File: src/rtl/tri_assembly_ctrl_if.sv
// Vertex stream and rasterizer handshake bundle for tri_assembly_ctrl.
// master = the controller side, slave = vertex source plus rasterizer.
interface tri_assembly_ctrl_if #(
  parameter int DATA_W = 32
);
  logic              vtx_valid;
  logic              vtx_ready;
  logic [DATA_W-1:0] vtx_x;
  logic [DATA_W-1:0] vtx_y;
  logic              vtx_eop;

  logic              rast_start;
  logic [DATA_W-1:0] rast_v0_x;
  logic [DATA_W-1:0] rast_v0_y;
  logic [DATA_W-1:0] rast_v1_x;
  logic [DATA_W-1:0] rast_v1_y;
  logic [DATA_W-1:0] rast_v2_x;
  logic [DATA_W-1:0] rast_v2_y;
  logic              rast_done;

  modport master (
    input  vtx_valid, vtx_x, vtx_y, vtx_eop, rast_done,
    output vtx_ready, rast_start,
           rast_v0_x, rast_v0_y, rast_v1_x, rast_v1_y, rast_v2_x, rast_v2_y
  );

  modport slave (
    output vtx_valid, vtx_x, vtx_y, vtx_eop, rast_done,
    input  vtx_ready, rast_start,
           rast_v0_x, rast_v0_y, rast_v1_x, rast_v1_y, rast_v2_x, rast_v2_y
  );
endinterface

File: src/rtl/tri_assembly_ctrl.sv
// Triangle assembler: gathers list/strip vertices, issues one triangle at a
// time to the rasterizer, waits for done under a watchdog, keeps debug counters.
module tri_assembly_ctrl #(
  parameter int DATA_W  = 32,
  parameter int CNT_W   = 16,
  parameter int TIMEOUT = 1024
) (
  input  logic                clk,
  input  logic                reset,
  input  logic                mode,
  tri_assembly_ctrl_if.master bus,
  output logic                busy,
  output logic [CNT_W-1:0]    tri_count,
  output logic [CNT_W-1:0]    drop_count,
  output logic                timeout_err
);
  localparam int               WD_W    = (TIMEOUT > 2) ? $clog2(TIMEOUT) : 1;
  localparam logic [WD_W-1:0]  WD_LAST = WD_W'(TIMEOUT - 2);
  localparam logic [CNT_W-1:0] CNT_MAX = '1;

  typedef enum logic [1:0] {ST_COLLECT, ST_ISSUE, ST_WAIT} state_e;
  typedef struct packed {
    logic [DATA_W-1:0] x;
    logic [DATA_W-1:0] y;
  } vtx_t;

  state_e           state_q, state_d;
  logic [1:0]       vcnt_q, vcnt_d;      // 3 = strip window full
  logic             parity_q, parity_d;
  logic             mode_q, mode_d;
  logic             ready_q, ready_d;
  logic             err_q, err_d;
  logic [WD_W-1:0]  wd_q, wd_d;
  logic [CNT_W-1:0] tri_cnt_q, tri_cnt_d;
  logic [CNT_W-1:0] drop_cnt_q, drop_cnt_d;
  vtx_t             win_q [3];
  vtx_t             win_d [3];
  vtx_t             tri_q [3];
  vtx_t             tri_d [3];

  logic accept;
  logic strip;
  vtx_t in_vtx;

  // NOTE: every _d gets its current value first so no path through the case leaves a latch.
  always_comb begin
    state_d    = state_q;
    vcnt_d     = vcnt_q;
    parity_d   = parity_q;
    mode_d     = mode_q;
    err_d      = err_q;
    wd_d       = wd_q;
    tri_cnt_d  = tri_cnt_q;
    drop_cnt_d = drop_cnt_q;
    win_d      = win_q;
    tri_d      = tri_q;
    in_vtx     = vtx_t'{x: bus.vtx_x, y: bus.vtx_y};
    accept     = bus.vtx_valid & ready_q;
    strip      = (vcnt_q == 2'd0) ? mode : mode_q;

    unique case (state_q)
      ST_COLLECT: begin
        if (accept) begin
          if (vcnt_q == 2'd0) mode_d = mode;
          unique case (vcnt_q)
            2'd0: win_d[0] = in_vtx;
            2'd1: win_d[1] = in_vtx;
            2'd2: win_d[2] = in_vtx;
            default: begin
              win_d[0] = win_q[1];
              win_d[1] = win_q[2];
              win_d[2] = in_vtx;
            end
          endcase
          if (vcnt_q[1]) begin
            state_d = ST_ISSUE;
            tri_d   = win_d;
            // Odd strip triangles swap the first two vertices to keep winding.
            if (strip && parity_q) begin
              tri_d[0] = win_d[1];
              tri_d[1] = win_d[0];
            end
            if (bus.vtx_eop) begin
              vcnt_d   = 2'd0;
              parity_d = 1'b0;
            end else if (strip) begin
              vcnt_d   = 2'd3;
              parity_d = ~parity_q;
            end else begin
              vcnt_d = 2'd0;
            end
          end else if (bus.vtx_eop) begin
            vcnt_d   = 2'd0;
            parity_d = 1'b0;
            if (drop_cnt_q != CNT_MAX) drop_cnt_d = drop_cnt_q + 1'b1;
          end else begin
            vcnt_d = vcnt_q + 2'd1;
          end
        end
      end
      ST_ISSUE: begin
        state_d = ST_WAIT;
        wd_d    = '0;
      end
      ST_WAIT: begin
        if (bus.rast_done) begin
          state_d = ST_COLLECT;
          if (tri_cnt_q != CNT_MAX) tri_cnt_d = tri_cnt_q + 1'b1;
        end else if (wd_q == WD_LAST) begin
          state_d = ST_COLLECT;
          err_d   = 1'b1;
        end else begin
          wd_d = wd_q + 1'b1;
        end
      end
      default: state_d = ST_COLLECT;
    endcase

    ready_d = (state_d == ST_COLLECT);
  end

  // NOTE: sequential state uses non-blocking assignments so all registers update together.
  // NOTE: the vertex window and triangle registers are reset too, since they drive outputs that must read 0.
  always_ff @(posedge clk or posedge reset) begin
    if (reset) begin
      state_q    <= ST_COLLECT;
      vcnt_q     <= 2'd0;
      parity_q   <= 1'b0;
      mode_q     <= 1'b0;
      ready_q    <= 1'b0;
      err_q      <= 1'b0;
      wd_q       <= '0;
      tri_cnt_q  <= '0;
      drop_cnt_q <= '0;
      win_q      <= '{default: '0};
      tri_q      <= '{default: '0};
    end else begin
      state_q    <= state_d;
      vcnt_q     <= vcnt_d;
      parity_q   <= parity_d;
      mode_q     <= mode_d;
      ready_q    <= ready_d;
      err_q      <= err_d;
      wd_q       <= wd_d;
      tri_cnt_q  <= tri_cnt_d;
      drop_cnt_q <= drop_cnt_d;
      win_q      <= win_d;
      tri_q      <= tri_d;
    end
  end

  assign bus.vtx_ready  = ready_q;
  assign bus.rast_start = (state_q == ST_ISSUE);
  assign bus.rast_v0_x  = tri_q[0].x;
  assign bus.rast_v0_y  = tri_q[0].y;
  assign bus.rast_v1_x  = tri_q[1].x;
  assign bus.rast_v1_y  = tri_q[1].y;
  assign bus.rast_v2_x  = tri_q[2].x;
  assign bus.rast_v2_y  = tri_q[2].y;
  assign busy           = (state_q != ST_COLLECT);
  assign tri_count      = tri_cnt_q;
  assign drop_count     = drop_cnt_q;
  assign timeout_err    = err_q;
endmodule

File: src/flat_wrapper.sv
// flat-port wrapper written by rule: the top's interface ports become plain ports
module tri_assembly_ctrl_flat 
#(
  parameter int DATA_W  = 32,
  parameter int CNT_W   = 16,
  parameter int TIMEOUT = 1024
)
  (clk, reset, mode, busy, tri_count, drop_count, timeout_err, bus_vtx_valid, bus_vtx_x, bus_vtx_y, bus_vtx_eop, bus_rast_done, bus_vtx_ready, bus_rast_start, bus_rast_v0_x, bus_rast_v0_y, bus_rast_v1_x, bus_rast_v1_y, bus_rast_v2_x, bus_rast_v2_y);
  tri_assembly_ctrl_if #(.DATA_W(DATA_W)) bus_i ();
  input  logic clk;
  input  logic reset;
  input  logic mode;
  output logic busy;
  output logic [CNT_W-1:0] tri_count;
  output logic [CNT_W-1:0] drop_count;
  output logic timeout_err;
  input wire logic [$bits(bus_i.vtx_valid)-1:0] bus_vtx_valid;
  input wire logic [$bits(bus_i.vtx_x)-1:0] bus_vtx_x;
  input wire logic [$bits(bus_i.vtx_y)-1:0] bus_vtx_y;
  input wire logic [$bits(bus_i.vtx_eop)-1:0] bus_vtx_eop;
  input wire logic [$bits(bus_i.rast_done)-1:0] bus_rast_done;
  output wire logic [$bits(bus_i.vtx_ready)-1:0] bus_vtx_ready;
  output wire logic [$bits(bus_i.rast_start)-1:0] bus_rast_start;
  output wire logic [$bits(bus_i.rast_v0_x)-1:0] bus_rast_v0_x;
  output wire logic [$bits(bus_i.rast_v0_y)-1:0] bus_rast_v0_y;
  output wire logic [$bits(bus_i.rast_v1_x)-1:0] bus_rast_v1_x;
  output wire logic [$bits(bus_i.rast_v1_y)-1:0] bus_rast_v1_y;
  output wire logic [$bits(bus_i.rast_v2_x)-1:0] bus_rast_v2_x;
  output wire logic [$bits(bus_i.rast_v2_y)-1:0] bus_rast_v2_y;
  assign bus_i.vtx_valid = bus_vtx_valid;
  assign bus_i.vtx_x = bus_vtx_x;
  assign bus_i.vtx_y = bus_vtx_y;
  assign bus_i.vtx_eop = bus_vtx_eop;
  assign bus_i.rast_done = bus_rast_done;
  assign bus_vtx_ready = bus_i.vtx_ready;
  assign bus_rast_start = bus_i.rast_start;
  assign bus_rast_v0_x = bus_i.rast_v0_x;
  assign bus_rast_v0_y = bus_i.rast_v0_y;
  assign bus_rast_v1_x = bus_i.rast_v1_x;
  assign bus_rast_v1_y = bus_i.rast_v1_y;
  assign bus_rast_v2_x = bus_i.rast_v2_x;
  assign bus_rast_v2_y = bus_i.rast_v2_y;
  tri_assembly_ctrl #(.DATA_W(DATA_W), .CNT_W(CNT_W), .TIMEOUT(TIMEOUT)) u_core (.clk(clk), .reset(reset), .mode(mode), .bus(bus_i), .busy(busy), .tri_count(tri_count), .drop_count(drop_count), .timeout_err(timeout_err));
endmodule
File: config.mk
export PLATFORM = sky130hd
export DESIGN_NAME = tri_assembly_ctrl_flat
export DESIGN_NICKNAME = d
export VERILOG_FILES = /design/src/rtl/tri_assembly_ctrl_if.sv /design/src/rtl/tri_assembly_ctrl.sv /design/src/flat_wrapper.sv
export SDC_FILE = /design/constraint.sdc
export NUM_CORES = 1
export LEC_CHECK = 0
export CAP_MARGIN = 10
export CORE_ASPECT_RATIO = 0.9
export CORE_MARGIN = 3
export CORE_UTILIZATION = 50
export DETAILED_ROUTE_END_ITERATION = 8
export PLACE_DENSITY = 0.79
export SYNTH_ARGS = -nofsm -noshare
export SYNTH_HDL_FRONTEND = slang
export SYNTH_SLANG_ARGS = --single-unit
File: constraint.sdc
create_clock -name clk -period 25 [get_ports clk]
set_clock_uncertainty 0.1 [all_clocks]
set_input_delay 5 -clock clk [delete_from_list [all_inputs] [get_ports clk]]
set_output_delay 5 -clock clk [all_outputs]
set_load 0.1 [all_outputs]
==> results of run 1 <==
==> through the flow <==
stage	cell area (um^2)	instances	utilization (%)
floorplan	21400	2274	-
global placement	24300	2966	57.9
detailed placement	24300	2966	57.9
CTS	25900	3050	61.7
global route	25900	3051	61.7
finish	25900	3051	61.7
==> cells by family after synthesis <==
logic type | after synthesis | synth area share (%)
compound gates | 553 | 14.0
xor+xnor | 27 | 1.11
fa+ha+maj | 8 | 0.468
buf+inv | 177 | 4.38
flops | 434 | 50.8
mux | 263 | 12.7
simple gates | 812 | 16.5
==> registers in the layout, summed over array words and instances (netlist names), 2 cells and up <==
name and cells:
u_core.bus.rast_v2_y 32, u_core.bus.rast_v0_y 32, u_core.drop_count 16, u_core.vcnt_q 2
u_core.tri_count 16, u_core.bus.rast_v0_x 32, u_core.bus.rast_v1_x 32, u_core.bus.rast_v2_x 32
u_core.state_q 2, u_core.bus.rast_v1_y 32, u_core.win_q 192, u_core.wd_q 10
==> worst paths after layout <==
| path | from | end | depth (start not counted) |
|---|---|---|---|
| min | u_core.timeout_err$_DFFE_PP0P_ | u_core.timeout_err$_DFFE_PP0P_ | 1 |
| max reg2reg | u_core.state_q[1]$_DFF_PP0_ | u_core.bus.rast_v1_y[0]$_DFFE_PP0P_ | 7 |
| min in group asynchronous | reset | u_core.drop_count[13]$_DFFE_PP0P_ | 2 |
| max | bus_vtx_valid | u_core.bus.rast_v1_y[0]$_DFFE_PP0P_ | 8 |
| min reg2reg | u_core.timeout_err$_DFFE_PP0P_ | u_core.timeout_err$_DFFE_PP0P_ | 1 |
| max in group asynchronous | reset | u_core.bus.rast_v1_y[19]$_DFFE_PP0P_ | 4 |
==> Yosys cell counts, drive strengths merged (4+ instances only) <==
master / instances / area [um^2]
a211oi: 4 / 30.0
nor3: 6 / 41.3
xnor2: 9 / 78.8
nand4: 15 / 115
inv: 7 / 26.3
xor2: 18 / 158
nand2b: 5 / 38.8
buf: 85 / 581
nor4: 6 / 58.8
clkbuf: 85 / 330
ha: 8 / 100
and3: 9 / 56.3
o21ai: 132 / 661
nor2: 204 / 781
mux2i: 196 / 1960
and4: 4 / 37.5
mux2: 67 / 758
nand3: 17 / 85.1
nand2: 464 / 1750
a22oi: 64 / 480
nor2b: 67 / 419
a21oi: 333 / 1670
dfrtp: 434 / 10900
o31ai: 5 / 37.5
==> per-layer routing <==
| layer | track usage (%) | vias to the layer above | wire [um] |
|---|---|---|---|
| li1 | - | 8173 | - |
| met1 | 33.9 | 8834 | 24800 |
| met2 | 39.6 | 635 | 26800 |
| met3 | 4.85 | 129 | 3710 |
| met4 | 9.55 | 8 | 1830 |
| met5 | 0 | - | 51 |
==> final cells by class <==
type	instances	area share [%]
Sequential cell	434	41.9
Multi-Input combinational cell	1663	37.1
Timing Repair Buffer	315	12.0
Clock buffer	66	5.20
Tap cell	547	2.64
Clock inverter	18	0.970
Inverter	7	0.130
Antenna cell	1	0.00965
==> flow_summary.yaml, run 1 <==
run_status:
  status: "finished clean"
timing:
  timing_max_transition_violations_final: 0
  rsz0062_at_grt: "false"
  finalSetupViolations: 0
  finalCritPeriodShare_pct: 35.4
  worstMarginPinSlew_ns: 1.15
  post-route-worst-setup-slack_ns: 16.16
  hold_vio_cnt_final: 0
  worst_hold_slack_ns: 0.359
  achievable_freq_ghz: 0.113
  finalSetupTns_ns: 0
  timing.max_slew.rel_slack_pct: 23.0
  clock_period_minus_worst_slack_ns: 8.84
clocking:
  cts.reportedPaths.clkPinSlew_ns: 0.06
  cts_hold_buf: 0
  cts-htree-levels: 2
  cts_tree: "yes"
  cts.repair.resized: 0
  clkLatencyLatePin_ns: 0.57
  cts_post_setup_buffers_inserted: 0
  cts_root_buf: "clkbuf_16"
  cts_buffers: 47
  clk_path_buf_depth: 3
  clock_sinks: 434
synth:
  synth.yosys.warnings: 0
  synth_cell_type_count: 62
  async_flop_share_pct: 100
  avg_cell_area_syn_um2: 9.40
  synth-edff-count: 0
  count_of_state_elements_after_synthesis: 434
  mappedNetlistArea_um2: 21400
  synth_top_flop_cell: "dfrtp_1"
  syn-instance-count: 2274
  synth.yosys.seq_area_share_pct: 50.8
  synth_fp_nets: 2352
final_layout:
  drive_gt1_share_pct: 7.27
  flow.area_growth_from_synthesis_pct: 21.3
  fillCellCount: 3424
  final_nets: 2546
  final_common_cell: "nand2_1"
  sequential_cell_area_um2: 10900
  multi_input_area_um2: 9630
  most-common-layout-cells: "463 x nand2_1, 434 x dfrtp_1, 333 x a21oi_1"
route:
  drt-total-wl_um: 57100
  remaining_drc_errors: 0
  viasPerCell: 5.83
  wl_per_cell_um: 18.7
  number_of_detailed_route_iterations_in_the_first_pass: 7
  number_of_drc_markers_after_the_initial_detailed_route_iteration: 1678
  via_count_of_the_routed_design: 17779
  final_antenna_net_count: 0
critical_path:
  rrSetupSlack_ns: 20.41
  path_class: "input pin to flip-flop"
  path_cells: "clkdlybuf4s50_1 -> nand4bb_4 -> nor2_4 -> buf_4 -> buf_4 -> buf_4 -> nor2_1 -> a21oi_1"
  critical-path-top-cell-by-count: "buf_4"
  timing.critical_path.max_delay_family: "buffers and inverters"
  data_arrival_time_at_the_worst_slack_endpoint_ns: 9.24
  cp_data_required_time_ns: 25.39
  critical_path_peak_fanout: 110
  critical-path-max-stage-delay_ns: 0.90
  worst-path-buf-inv: 4
  worst_setup_path_end_kind: "flip-flop"
  critical_path.startpoint_type: "input pin"
  cp_slowest_cell: "buf_4"
global_routing:
  grt_start_max_net_pins: 179
  total_routing_usage_gr_pct: 24.8
  grt_pass1_vias: 17582
  grt.overflow.total: 0
  grt_antenna_before_repair: 5
  wire_length_of_the_first_global_routing_pass_um: 92000
placed_design:
  dp_hpwl_um: 34400
  post-place-ws_ns: 15.68
  port_buffers: 297
  gp_routability_congestion: 0.817
floorplanning:
  floorplan.rows: 71
  chipWidth_um: 224
  start_util_pct: 50.9
  die-height_um: 202
  die_area_um2: 45300
  placeableCoreArea_um2: 42000
  ioPinCount: 298
min_path:
  min_path_type: "flip-flop to flip-flop"
run:
  maxCapViolCount: 0
Power of run 1 is left out: the tool's default activity adds up to more than one toggle a clock period on the data nets, which glitch-free logic cannot reach.
==> inputs of run 2 (changes only) <==
==> constraint.sdc (replaced) <==
create_clock -name clk -period 8.3 [get_ports clk]
set_clock_uncertainty 0.1 [all_clocks]
set_input_delay 1.66 -clock clk [delete_from_list [all_inputs] [get_ports clk]]
set_output_delay 1.66 -clock clk [all_outputs]
set_load 0.1 [all_outputs]
==> run 2 against run 1 <==
Effect of this change:
- clock-buffer cell count down 7
- cell count about the same
- first-iteration DRC count up 2.9%
- worst hold slack worse by 0.0060 ns
- routed wire length about the same
- register-to-register slack worse by 16 ns
- via count up 0.10%
- critical path depth down 1
- global-route usage up 0.22 points
- non-clock buffer count unchanged
- sequential cell count unchanged
==> flow_summary.yaml, run 2 (synthesized netlist as in run 1, its figures left out) <==
route:
  number_of_detailed_route_iterations_in_the_first_pass: 6
  final_antenna_net_count: 0
  viasPerCell: 5.83
  drt-total-wl_um: 57200
  via_count_of_the_routed_design: 17797
  remaining_drc_errors: 0
  wl_per_cell_um: 18.7
  number_of_drc_markers_after_the_initial_detailed_route_iteration: 1726
critical_path:
  data_arrival_time_at_the_worst_slack_endpoint_ns: 5.06
  critical_path.startpoint_type: "input pin"
  timing.critical_path.max_delay_family: "buffers and inverters"
  worst-path-stages: 7
  path_cells: "clkdlybuf4s50_1 -> nand4bb_4 -> nor2_4 -> buf_4 -> buf_4 -> nor2_1 -> a21oi_1"
  reg2regPathDepth: 7
  worst_setup_path_end_kind: "flip-flop"
  cp_slowest_cell: "buf_4"
  critical-path-top-cell-by-count: "buf_4"
  critical_path_peak_fanout: 87
  critical-path-max-stage-delay_ns: 0.75
  path_class: "input pin to flip-flop"
  worst-path-buf-inv: 3
  cp_data_required_time_ns: 8.67
global_routing:
  top_usage_layer: "met2"
  grt_antenna_before_repair: 3
  grt_start_max_net_pins: 223
  grt.overflow.total: 0
  use_met3_pct: 4.14
  wire_length_of_the_first_global_routing_pass_um: 93500
  met1_usage_pct: 33.3
  groute.layer.met2.usage_pct: 41.3
  grt_pass1_vias: 18071
  total_routing_usage_gr_pct: 25.1
timing:
  hold_vio_cnt_final: 0
  finalSetupViolations: 0
  finalSetupTns_ns: 0
  clock_period_minus_worst_slack_ns: 4.69
  achievable_freq_ghz: 0.213
  timing.max_slew.rel_slack_pct: 20.7
  timing_max_transition_violations_final: 0
  finalCritPeriodShare_pct: 56.5
  worstMarginPinSlew_ns: 1.19
  rsz0062_at_grt: "false"
clocking:
  cts_tree: "yes"
  cts-htree-levels: 2
  cts.repair.resized: 0
  clk_path_buf_depth: 3
  cts_hold_buf: 0
  cts_buffers: 47
  cts_post_setup_buffers_inserted: 0
  cts_root_buf: "clkbuf_16"
  clkLatencyLatePin_ns: 0.57
  clock_sinks: 434
  cts.reportedPaths.clkPinSlew_ns: 0.06
floorplanning:
  chipWidth_um: 224
  floorplan.rows: 71
  die-height_um: 202
  placeableCoreArea_um2: 42000
  ioPinCount: 298
  die_area_um2: 45300
  start_util_pct: 50.9
final_layout:
  final_common_cell: "nand2_1"
  most-common-layout-cells: "463 x nand2_1, 434 x dfrtp_1, 333 x a21oi_1"
  flow.area_growth_from_synthesis_pct: 21.9
  final_nets: 2546
  drive_gt1_share_pct: 7.50
  largest_register_ff_count: 192
  fillCellCount: 3436
  sequential_cell_area_um2: 10900
  multi_input_area_um2: 9630
  largest_register: "u_core.win_q"
min_path:
  hold-path-cell-count: 1
  min_path_type: "flip-flop to flip-flop"
placed_design:
  port_buffers: 297
  dp_hpwl_um: 34700
  gp_routability_congestion: 0.876
run:
  maxCapViolCount: 0
run_status:
  status: "finished clean"
## run 2: cell types whose count changed in the layout (fill, tap and decap cells not counted), sizes merged
cell / change
clkinvlp: -2
clkinv: +9
bufinv: +4
clkbuf: -7
inv: -2
## run 2: final cells by class
class / instances / share of cell area [%]
flip-flops and latches: 434 / 41.7
repair buffers: 315 / 12.1
inverters: 7 / 0.115
clock buffers: 59 / 5.04
diodes: 1 / 0.00960
well taps: 547 / 2.63
multi-input cells: 1663 / 37.0
clock inverters: 27 / 1.51
## run 2: worst paths after layout
path,slack [ns],end,startpoint
max,3.61,u_core.bus.rast_v2_y[13]$_DFFE_PP0P_,bus_vtx_valid
min,0.35,u_core.timeout_err$_DFFE_PP0P_,u_core.timeout_err$_DFFE_PP0P_
max reg2reg,4.29,u_core.bus.rast_v1_y[9]$_DFFE_PP0P_,u_core.vcnt_q[1]$_DFFE_PP0P_
min reg2reg,0.35,u_core.timeout_err$_DFFE_PP0P_,u_core.timeout_err$_DFFE_PP0P_
max in group asynchronous,4.83,u_core.bus.rast_v1_x[25]$_DFFE_PP0P_,reset
min in group asynchronous,1.39,u_core.drop_count[13]$_DFFE_PP0P_,reset
## run 2: per-layer routing
metal | vias up | wire [um]
li1 | 8182 | -
met1 | 8783 | 24300
met2 | 705 | 27500
met3 | 123 | 3610
met4 | 4 | 1780
met5 | - | 23
## run 2: metrics by stage
| stage | cells | utilization (%) | hold WS [ns] | cell area, um^2 | setup WS [ns] |
|---|---|---|---|---|---|
| global route | 3053 | 62.0 | 0.395 | 26100 | 3.39 |
| detailed placement | 2966 | 58.0 | 0.351 | 24400 | 3.12 |
| CTS | 3052 | 62.0 | 0.361 | 26100 | 3.63 |
| floorplan | 2274 | - | 0.338 | 21400 | 0.679 |
| finish | 3053 | 62.0 | 0.353 | 26100 | 3.61 |
| global placement | 2966 | 58.0 | 0.345 | 24400 | 3.26 |
Power of run 2 is left out for the same reason.
